$ cat src/rtl/dsp_mult_acc_drain.sv
// -----------------------------------------------------------------------------
// dsp_mult_acc_drain
//
// Consumes the signed product stream of a DSP multiplier. It sums groups of
// len_i consecutive products in a wide accumulator and scales each group sum
// with a rounding arithmetic right shift. Each sum is then saturated or
// truncated to OUT_WIDTH and queued in a small result FIFO with a valid/ready
// output.
//
// Ports:
//   clock_i      rising-edge clock
//   reset_i      asynchronous active-high reset
//   z_i          signed product (Z_WIDTH)
//   z_valid_i    product valid
//   z_ready_o    block accepts a product this cycle
//   len_i        products per group (0 behaves as 1), sampled on group start
//   shift_i      rounding right-shift amount, sampled on group start
//   saturate_i   1 = saturate, 0 = truncate, sampled on group start
//   res_o        result at FIFO head
//   res_ovf_o    head result saturated or truncated with loss
//   res_valid_o  FIFO non-empty
//   res_ready_i  consumer accepts head
//   busy_o       a group is partially accumulated
//   level_o      FIFO occupancy
// -----------------------------------------------------------------------------
module dsp_mult_acc_drain #(
    parameter int Z_WIDTH    = 38,
    parameter int ACC_WIDTH  = 48,
    parameter int OUT_WIDTH  = 32,
    parameter int LEN_WIDTH  = 8,
    parameter int FIFO_DEPTH = 4
) (
    input  logic                            clock_i,
    input  logic                            reset_i,
    input  logic signed [Z_WIDTH-1:0]       z_i,
    input  logic                            z_valid_i,
    output logic                            z_ready_o,
    input  logic [LEN_WIDTH-1:0]            len_i,
    input  logic [5:0]                      shift_i,
    input  logic                            saturate_i,
    output logic [OUT_WIDTH-1:0]            res_o,
    output logic                            res_ovf_o,
    output logic                            res_valid_o,
    input  logic                            res_ready_i,
    output logic                            busy_o,
    output logic [$clog2(FIFO_DEPTH):0]     level_o
);

    localparam int PTR_W = $clog2(FIFO_DEPTH);
    localparam int LVL_W = PTR_W + 1;
    localparam int RW    = ACC_WIDTH + 1;
    localparam logic [5:0] SH_MAX = 6'(ACC_WIDTH - 1);

    typedef enum logic [0:0] {
        ST_IDLE = 1'b0,
        ST_ACC  = 1'b1
    } state_t;

    // ------------------------------------------------------------------
    // Registers
    // ------------------------------------------------------------------
    state_t                 state_q, state_d;
    logic [ACC_WIDTH-1:0]   acc_q, acc_d;
    logic [LEN_WIDTH-1:0]   cnt_q, cnt_d;
    logic [LEN_WIDTH-1:0]   len_q, len_d;
    logic [5:0]             shift_q, shift_d;
    logic                   sat_q, sat_d;
    logic                   pend_q, pend_d;
    logic [ACC_WIDTH-1:0]   post_acc_q, post_acc_d;
    logic [5:0]             post_shift_q, post_shift_d;
    logic                   post_sat_q, post_sat_d;

    logic [OUT_WIDTH:0]     mem_q [FIFO_DEPTH];
    logic [OUT_WIDTH:0]     mem_d [FIFO_DEPTH];
    logic [PTR_W-1:0]       wr_ptr_q, wr_ptr_d;
    logic [PTR_W-1:0]       rd_ptr_q, rd_ptr_d;
    logic [LVL_W-1:0]       level_q, level_d;

    // ------------------------------------------------------------------
    // Input-side helpers
    // ------------------------------------------------------------------
    logic [ACC_WIDTH-1:0]   z_ext_s;
    logic [ACC_WIDTH-1:0]   acc_sum_s;
    logic [LEN_WIDTH-1:0]   cnt_inc_s;
    logic [LEN_WIDTH-1:0]   len_eff_s;
    logic [5:0]             shift_clamp_s;
    logic                   z_ready_s;
    logic                   z_acc_s;

    assign z_ext_s       = {{(ACC_WIDTH-Z_WIDTH){z_i[Z_WIDTH-1]}}, z_i};
    assign acc_sum_s     = acc_q + z_ext_s;
    assign cnt_inc_s     = cnt_q + LEN_WIDTH'(1);
    assign len_eff_s     = (len_i == {LEN_WIDTH{1'b0}}) ? LEN_WIDTH'(1) : len_i;
    assign shift_clamp_s = (shift_i > SH_MAX) ? SH_MAX : shift_i;

    // The pending write is counted as occupied so a group finishing now can
    // never find the FIFO full; only registered state feeds this.
    assign z_ready_s = ((level_q + LVL_W'(pend_q)) < LVL_W'(FIFO_DEPTH));
    assign z_acc_s   = z_valid_i && z_ready_s;

    // Group FSM: next state, accumulator, counter and post-stage capture
    always_comb begin
        state_d      = state_q;
        acc_d        = acc_q;
        cnt_d        = cnt_q;
        len_d        = len_q;
        shift_d      = shift_q;
        sat_d        = sat_q;
        pend_d       = 1'b0;
        post_acc_d   = post_acc_q;
        post_shift_d = post_shift_q;
        post_sat_d   = post_sat_q;
        case (state_q)
            ST_IDLE: begin
                if (z_acc_s) begin
                    len_d   = len_eff_s;
                    shift_d = shift_clamp_s;
                    sat_d   = saturate_i;
                    acc_d   = z_ext_s;
                    cnt_d   = LEN_WIDTH'(1);
                    if (len_eff_s <= LEN_WIDTH'(1)) begin
                        // Single-product group completes immediately.
                        pend_d       = 1'b1;
                        post_acc_d   = z_ext_s;
                        post_shift_d = shift_clamp_s;
                        post_sat_d   = saturate_i;
                        state_d      = ST_IDLE;
                    end else begin
                        state_d = ST_ACC;
                    end
                end else begin
                    state_d = ST_IDLE;
                end
            end
            ST_ACC: begin
                if (z_acc_s) begin
                    acc_d = acc_sum_s;
                    if (cnt_inc_s == len_q) begin
                        pend_d       = 1'b1;
                        post_acc_d   = acc_sum_s;
                        post_shift_d = shift_q;
                        post_sat_d   = sat_q;
                        cnt_d        = {LEN_WIDTH{1'b0}};
                        state_d      = ST_IDLE;
                    end else begin
                        cnt_d   = cnt_inc_s;
                        state_d = ST_ACC;
                    end
                end else begin
                    state_d = ST_ACC;
                end
            end
            default: begin
                state_d = ST_IDLE;
            end
        endcase
    end

    // Group FSM and post-stage registers
    always_ff @(posedge clock_i or posedge reset_i) begin
        if (reset_i) begin
            state_q      <= ST_IDLE;
            acc_q        <= {ACC_WIDTH{1'b0}};
            cnt_q        <= {LEN_WIDTH{1'b0}};
            len_q        <= {LEN_WIDTH{1'b0}};
            shift_q      <= 6'd0;
            sat_q        <= 1'b0;
            pend_q       <= 1'b0;
            post_acc_q   <= {ACC_WIDTH{1'b0}};
            post_shift_q <= 6'd0;
            post_sat_q   <= 1'b0;
        end else begin
            state_q      <= state_d;
            acc_q        <= acc_d;
            cnt_q        <= cnt_d;
            len_q        <= len_d;
            shift_q      <= shift_d;
            sat_q        <= sat_d;
            pend_q       <= pend_d;
            post_acc_q   <= post_acc_d;
            post_shift_q <= post_shift_d;
            post_sat_q   <= post_sat_d;
        end
    end

    // ------------------------------------------------------------------
    // Post stage: round, shift, saturate/truncate
    // ------------------------------------------------------------------
    logic signed [RW-1:0]     r_ext_s;
    logic signed [RW-1:0]     round_add_s;
    logic signed [RW-1:0]     r_sum_s;
    logic signed [RW-1:0]     r_shr_s;
    logic [RW-OUT_WIDTH:0]    r_hi_s;
    logic                     r_fits_s;
    logic [OUT_WIDTH-1:0]     post_res_s;
    logic                     post_ovf_s;

    assign r_ext_s = {post_acc_q[ACC_WIDTH-1], post_acc_q};

    // Rounding constant is half an output LSB; one extra bit keeps the add
    // from wrapping, giving round-half-toward-plus-infinity.
    always_comb begin
        round_add_s = {RW{1'b0}};
        if (post_shift_q != 6'd0) begin
            round_add_s = {{(RW-1){1'b0}}, 1'b1} << (post_shift_q - 6'd1);
        end else begin
            round_add_s = {RW{1'b0}};
        end
    end

    assign r_sum_s  = r_ext_s + round_add_s;
    assign r_shr_s  = r_sum_s >>> post_shift_q;
    // Value fits the signed output range when all bits above the output
    // sign bit equal that sign bit.
    assign r_hi_s   = r_shr_s[RW-1:OUT_WIDTH-1];
    assign r_fits_s = (&r_hi_s) | (~|r_hi_s);

    // Saturate or truncate the scaled sum
    always_comb begin
        post_res_s = r_shr_s[OUT_WIDTH-1:0];
        post_ovf_s = ~r_fits_s;
        if (post_sat_q && !r_fits_s) begin
            if (r_shr_s[RW-1]) begin
                post_res_s = {1'b1, {(OUT_WIDTH-1){1'b0}}};
            end else begin
                post_res_s = {1'b0, {(OUT_WIDTH-1){1'b1}}};
            end
        end else begin
            post_res_s = r_shr_s[OUT_WIDTH-1:0];
        end
    end

    // ------------------------------------------------------------------
    // Result FIFO
    // ------------------------------------------------------------------
    logic do_pop_s;
    logic do_push_s;

    assign do_pop_s  = (level_q != {LVL_W{1'b0}}) && res_ready_i;
    // Flow control keeps the FIFO from being full here; the guard only
    // protects stored results should that ever be violated.
    assign do_push_s = pend_q && ((level_q != LVL_W'(FIFO_DEPTH)) || do_pop_s);

    // FIFO pointer, level and storage next-state
    always_comb begin
        wr_ptr_d = wr_ptr_q;
        rd_ptr_d = rd_ptr_q;
        level_d  = level_q;
        mem_d    = mem_q;
        if (do_push_s) begin
            mem_d[wr_ptr_q] = {post_ovf_s, post_res_s};
            wr_ptr_d        = wr_ptr_q + PTR_W'(1);
        end else begin
            wr_ptr_d = wr_ptr_q;
        end
        if (do_pop_s) begin
            rd_ptr_d = rd_ptr_q + PTR_W'(1);
        end else begin
            rd_ptr_d = rd_ptr_q;
        end
        if (do_push_s && !do_pop_s) begin
            level_d = level_q + LVL_W'(1);
        end else if (!do_push_s && do_pop_s) begin
            level_d = level_q - LVL_W'(1);
        end else begin
            level_d = level_q;
        end
    end

    // FIFO registers
    always_ff @(posedge clock_i or posedge reset_i) begin
        if (reset_i) begin
            wr_ptr_q <= {PTR_W{1'b0}};
            rd_ptr_q <= {PTR_W{1'b0}};
            level_q  <= {LVL_W{1'b0}};
            for (int i = 0; i < FIFO_DEPTH; i++) begin
                mem_q[i] <= {(OUT_WIDTH+1){1'b0}};
            end
        end else begin
            wr_ptr_q <= wr_ptr_d;
            rd_ptr_q <= rd_ptr_d;
            level_q  <= level_d;
            mem_q    <= mem_d;
        end
    end

    // ------------------------------------------------------------------
    // Outputs (all driven straight from registers)
    // ------------------------------------------------------------------
    assign z_ready_o   = z_ready_s;
    assign res_o       = mem_q[rd_ptr_q][OUT_WIDTH-1:0];
    assign res_ovf_o   = mem_q[rd_ptr_q][OUT_WIDTH];
    assign res_valid_o = (level_q != {LVL_W{1'b0}});
    assign busy_o      = (state_q == ST_ACC);
    assign level_o     = level_q;

endmodule

$ cat config.mk
export PLATFORM = sky130hd
export DESIGN_NAME = dsp_mult_acc_drain
export DESIGN_NICKNAME = d
export VERILOG_FILES = /design/src/rtl/dsp_mult_acc_drain.sv
export SDC_FILE = /design/constraint.sdc
export NUM_CORES = 1
export LEC_CHECK = 0
export ABC_AREA = 1
export CORE_MARGIN = 5
export CORE_UTILIZATION = 40
export CTS_BUF_LIST = sky130_fd_sc_hd__clkbuf_8 sky130_fd_sc_hd__clkbuf_16
export CTS_CLUSTER_DIAMETER = 200
export DETAILED_ROUTE_END_ITERATION = 10
export GPL_ROUTABILITY_DRIVEN = 1
export GPL_TIMING_DRIVEN = 0
export HOLD_SLACK_MARGIN = 0.15
export PLACE_DENSITY = 0.68
export SLEW_MARGIN = 20
export SYNTH_ARGS = -nofsm -noshare
export SYNTH_HDL_FRONTEND = slang
export SYNTH_SLANG_ARGS = --single-unit
$ cat constraint.sdc
create_clock -name clock_i -period 12.27 [get_ports clock_i]
set_clock_uncertainty 0.05 [all_clocks]
set_input_delay 1.8405 -clock clock_i [delete_from_list [all_inputs] [get_ports clock_i]]
set_output_delay 1.8405 -clock clock_i [all_outputs]
set_load 0.005 [all_outputs]
After elaboration in Yosys (flattened, before gate mapping)
Index checks and enable logic that the tools add are counted.

Register bits: 267. Latch bits: 0. Output and inout bits: 39. Word-level logic and storage cells: 111. Bits of input ports: 57. Bits in writable memories: 0. Memory bits (read-only): 0. Memories kept: 0.

Eq/ne operators: 6. $lt $le $gt $ge: 6. Muxes and demuxes: 45. Reduce and logical (&&, ||, !) cells: 21. Bitwise gates (word level): 5. $add $sub $neg: 9. Shifts and indexed selects: 2. Multiply operators: 0. Div/mod/pow operators: 0.

Operators with widths (count): 2-to-1 mux 48 bit (6); case mux 48 bit (2 select lines) (2); bitwise mux 132 bit (1); 2-to-1 mux 33 bit (3); binary-select mux 33 bit (select 2 bit) (1); demux 33 bit (select 2 bit) (1); 2-to-1 mux 32 bit (2); adder 48 x 49 -> 49 bit (1); 2-to-1 mux 49 bit (1); << shifter 1 x 6 -> 49 bit (first input constant) (1); >>> shifter 49 x 6 -> 49 bit (1); adder 48 bit (1); 2-to-1 mux 8 bit (4); 2-to-1 mux 6 bit (5); AND reduction 18 bit (1); OR reduction 18 bit (1); case mux 8 bit (2 select lines) (1); 2-to-1 mux 1 bit (12); case mux 6 bit (2 select lines) (1); adder 8 x 1 -> 8 bit (second input constant) (1); == test 8 bit (1); <= comparator 8 x 1 -> 1 bit (second input constant) (1); zero test 8 bit (1); logical AND 1 bit (7); other kinds (24) (37).

Longest topological paths before layout
Word-level depth: 12. Mapped depth: 43. Gate-level depth less buffers: 39.

Worst setup path before layout
Ideal clock, no wire load.

Kind: reg-to-reg. Start: reg post_shift_q[1]. End: reg mem_q[105] (netlist bit). Setup time: 0.117 ns. Data arrival time: 4.418 ns. Buffers on the path: 4. Setup slack: 7.686 ns. Clock period less this slack: 4.584 ns. Data required time: 12.103 ns. Cell stages (with the launch flop): 41. Cell sequence: dfrtp_1 > buf_2 > clkinv_1 > clkbuf_1 > clkbuf_1 > nor2_1 > inv_1 > nor2_1 > inv_1 > nor3_1 > inv_1 > nor2_1 > inv_1 > fa_1 > inv_1 > nand3_1 > nand2_2 > nand2_1 > [5 not listed] > nand2_1 > nand2_2 > inv_2 > nor2_2 > inv_2 > nand2_1 > nand2_1 > a21oi_1 > nor2_2 > nor2_1 > nand2_1 > nor2_2 > nand3_2 > nand4_4 > buf_6 > nand2_2 > nand2_1 > nand2_1.

Word-level cells in the longest chain between the ends: 12. Elaborated cells between the ends (all ways): 15. Classes of those cells: 2 x add/sub; 2 x shift; 4 x mux; 1 x bitwise; 6 x reduce/logical.

Ends and longest elaborated chain: start, declared (RTL line 70) `logic [5:0] post_shift_q, post_shift_d;`; start signal, assigned (RTL line 181) `post_shift_q <= post_shift_d;`; subtractor 6 x 1 -> 6 bit (RTL line 205) `round_add_s = {{(RW-1){1'b0}}, 1'b1} << (post_shift_q - 6'd1);`; << shifter 1 x 6 -> 49 bit (RTL line 205); 2-to-1 mux 49 bit (RTL line 204) `if (post_shift_q != 6'd0) begin`; adder 48 x 49 -> 49 bit (RTL line 211) `assign r_sum_s = r_ext_s + round_add_s;`; >>> shifter 49 x 6 -> 49 bit (*) (RTL line 212) `assign r_shr_s = r_sum_s >>> post_shift_q;`; OR reduction 18 bit (RTL line 216) `assign r_fits_s = (&r_hi_s) | (~|r_hi_s);`; zero test 1 bit (RTL line 216); OR 1 bit (RTL line 216); zero test 1 bit (RTL line 222) `if (post_sat_q && !r_fits_s) begin`; logical AND 1 bit (RTL line 222); 2-to-1 mux 32 bit (*) (RTL line 222); bitwise mux 132 bit (*) (RTL line 251) `mem_d[wr_ptr_q] = {post_ovf_s, post_res_s};`; end signal, assigned by index (RTL line 277) `mem_q[i] <= {(OUT_WIDTH+1){1'b0}};`; end signal, assigned (RTL line 283) `mem_q <= mem_d;`; end, declared (RTL line 73) `logic [OUT_WIDTH:0] mem_q [FIFO_DEPTH];`.

Mark *: on every way between the ends. The rest lies on a longest branch, timed or not. A chain may end at the register's enable or synchronous reset.

Final worst setup path
Start: reg post_shift_q[3]. End: reg mem_q[31] (netlist bit).

Same word-level chain as after synthesis.

==> results.md <==
* Die height at 246 µm
* RePlAce Congestion at between 1 and 1.5
* Antenna viol nets, final at 0
* Fin. max-slew vios at 0
* Area growth from synthesis to final layout at 13.5%
* Slowest cell on crit path: buf_1
* Synth Area in XOR/XNOR at under 10%
* Mapped Cells at ~3600
* Root Buffer Master: clkbuf_16
* Clock Sinks at around 270
* Critical Path Sink Type: flop
* Pleak at 13.3 nW
* CTS tree: built
* Total GRT Usage at roughly a quarter
* Htree depth at 2
* Routed wire length at about 81000 µm
* Cts bufs inserted at 34
* Highest metal used: met4
* Worst R2R Path Depth at 33
* WL met3 at around 6900 µm
* RSZ-0062 raised after global routing: no
* Final Hold Vio Count at 0
* Vias per Instance at between 5 and 6
* DRT iter0 DRCs at 2320
* Warnings from Yosys at 0
* WL per Instance at approximately 18 µm
* Hold slack at 0.423 ns
* Port Buffers at 95
* Pin slew with the least headroom to its limit at roughly 0.86 ns
* Cell area after placement at approximately 24000 µm²
* Area leader, netlist: dfrtp_1
* Postcts setup bufs at 0
* Layout cells sized above 1 at 4.59%
* Synth Area in Adders at under 10%
* Routed via count at 24185
* DRC viols at 0
* Crit path kind: flop to flop
* Power per cell area at 260 nW/µm²
* CP required at ~13 ns
* Syn avg cell area at 6.15 µm²
* Overflow after GRT at 0
* Hold Buf Count CTS at 0
* Util after Layout at a little under half
* Post-DP HPWL at around 65000 µm
* Met1 Wirelength at ~37000 µm
* Clk_lat worst skew at ~0.55 ns
* Final instance area at about 25000 µm²
* Share of the synthesized area in the top cell type at roughly 30%
* Nets at 3911
* Post-Synth Simple-Gate Area at between 30% and 40%
* Worst EP arrival at between 7 and 8 ns
* Mux cell area share after synthesis at 0.500%
* Worst-path maximum fanout at 10
* Synth cell types at between 50 and 60
* Setup Viol. Count Final at 0
* Largest net degree at the start of global routing at 100
* Total die area at between 60000 and 70000 µm²
* Tmin final at between 7 and 8 ns
* Maximum VDD drop at 161 µV
* Initial Utilization at around two fifths
* First-pass DRT Iterations at 6
* Maximum buffer depth of the clock tree at 3
* Ys async rst share at between 90% and 100%
* Largest family of logic cells by synthesized area: simple AND/OR/NAND/NOR gates
* Status: finished, final reports clean
* Die X-Extent at 246 µm
* Yosys reg bits at roughly 270
* Min-Delay Path Depth at 2
* Worst slew margin at around 42%
* Worst path max stage delay at 0.57 ns
* Startpoint type of the worst setup path: flop
* WL met2 at approximately 35000 µm
* Floorplan Core Area at between 50000 and 60000 µm²
* Max Clock Freq at between 100 and 150 MHz
* Fin crit share at a little under three fifths
* Largest cells by area after synthesis: dfrtp_1 (30%), nand2_1 (25%), inv_1 (5.8%)
* Initial antenna violation count at 0
* Max-cap violation count at 0
* Syn Nets at around 3800
* First-pass GRT wire length at around 130000 µm
* CTS clk-pin slew, worst paths at about 0.06 ns
* Vias in the first global route at around 23000
* Rows at 86
* PostCTS Resize Cnt at 0
* Ports at between 90 and 100
* Number of synthesized flops with an enable pin at 0
* Worst min path class: flop to flop
* Overall power at around 6.6 mW
* Ys flop type: dfrtp_1
* Most frequent CP cell: nand2_1
* Post-synthesis cell area at about 22000 µm²
* Seq/Total Area, Yosys at a little under a third
* Compound-Gate Fraction of Synth Area at between 10% and 20%
* ANT cells at 0
* # fillers at ~6000
## cells by family after synthesis
kind of cell	after synthesis
AOI/OAI and AO/OA	525
buffers and inverters	506
DFF	267
muxes	11
adders and majority gates	104
and+or+nand+nor	2149
xor gates and xnor gates	55
## cells in the mapped netlist, types with 33 or more instances
| master | n |
|---|---|
| xnor2_1 | 34 |
| nand2_2 | 33 |
| nand2_1 | 1456 |
| clkbuf_1 | 96 |
| o211ai_1 | 35 |
| a21oi_1 | 119 |
| nor2_1 | 312 |
| a31oi_1 | 40 |
| ha_1 | 101 |
| o21ai_0 | 253 |
| o22ai_1 | 35 |
| dfrtp_1 | 267 |
| nand3_1 | 239 |
| inv_1 | 344 |
## layout by cell type, fill, tap and decap left out, types with 6 or more instances in the layout
cell	synthesis	routed
o21bai_1	7	7
clkdlybuf4s50_1	0	95
nand3_1	239	239
nand3b_1	9	9
nor4_1	6	6
clkbuf_16	0	34
or2_2	26	26
clkbuf_1	96	96
ha_1	101	101
nor2_1	312	312
a31oi_1	40	40
o211ai_1	35	35
nand3_2	6	6
nand2_1	1456	1456
nor2_2	12	12
dfrtp_1	267	267
clkbuf_8	0	7
nand4_1	17	17
nor3_1	25	25
inv_1	344	345
buf_2	21	21
xnor2_1	34	34
o21ai_0	253	253
xor2_1	21	21
nand2_2	33	33
inv_2	9	9
o22ai_1	35	35
mux2i_1	10	10
buf_1	25	25
buf_6	6	6
a21oi_1	119	119
## metal layers
metal	track usage (%)	vias to the layer above
met2	40.3	1015
li1	-	11868
met5	0	-
met3	4.41	151
met4	7.30	0
met1	37.7	11151
## cell type report
type                    count  area [µm²]  share of cell area, %
multi-input cells        2844       13600                   53.8
well taps                 748         936                   3.70
repair buffers             97        1010                   3.98
inverters                 358        1350                   5.35
clock inverters            14         111                  0.441
plain buffers             148         627                   2.48
clock buffers              41         947                   3.75
flip-flops and latches    267        6680                   26.4
## report_power, final
group	switching [mW]	internal [mW]
Combinational	2.78	1.38
Clock	0.406	0.552
Sequential	0.245	1.22
Total	3.43	3.15
## worst paths after layout
kind / start / endpoint / slack (ns)
hold reg to reg: mem_q[50]$_DFFE_PP0P_ / mem_q[50]$_DFFE_PP0P_ / 0.42
min in group asynchronous: reset_i / mem_q[122]$_DFFE_PP0P_ / 1.72
setup / recovery: post_shift_q[3]$_DFFE_PP0P_ / mem_q[31]$_DFFE_PP0P_ / 5.27
max in group asynchronous: reset_i / mem_q[8]$_DFFE_PP0P_ / 9.53
setup reg to reg: post_shift_q[3]$_DFFE_PP0P_ / mem_q[31]$_DFFE_PP0P_ / 5.27
hold / removal: mem_q[50]$_DFFE_PP0P_ / mem_q[50]$_DFFE_PP0P_ / 0.42
## worst max-delay path: cells and delay by family, from the launching register on
kind / cells / cell delay (ns)
buffers and inverters: 6 / 2.21
AND/OR/NAND/NOR: 25 / 3.64
flip-flops: 1 / 0.51
AO/OA/AOI/OAI: 1 / 0.14
adder cells (fa/ha/maj): 1 / 0.34
## state kept, by name (all words and copies together) (netlist names)
name          count
wr_ptr_q          2
len_q             8
post_sat_q        1
sat_q             1
mem_q           132
cnt_q             8
rd_ptr_q          2
pend_q            1
acc_q            48
post_shift_q      6
shift_q           6
level_o           3
post_acc_q       48
busy_o            1
## metrics by stage
| stage | TNS [ns] | cells | setup WS (ns) |
|---|---|---|---|
| floorplan | 0 | 3617 | 3.03 |
| global placement | -112.54 | 4460 | -0.452 |
| detailed placement | 0 | 4462 | 5.61 |
| CTS | 0 | 4517 | 5.59 |
| global route | 0 | 4517 | 4.94 |
| finish | 0 | 4517 | 5.27 |
No activity file was read; power rests on OpenSTA's default activity.
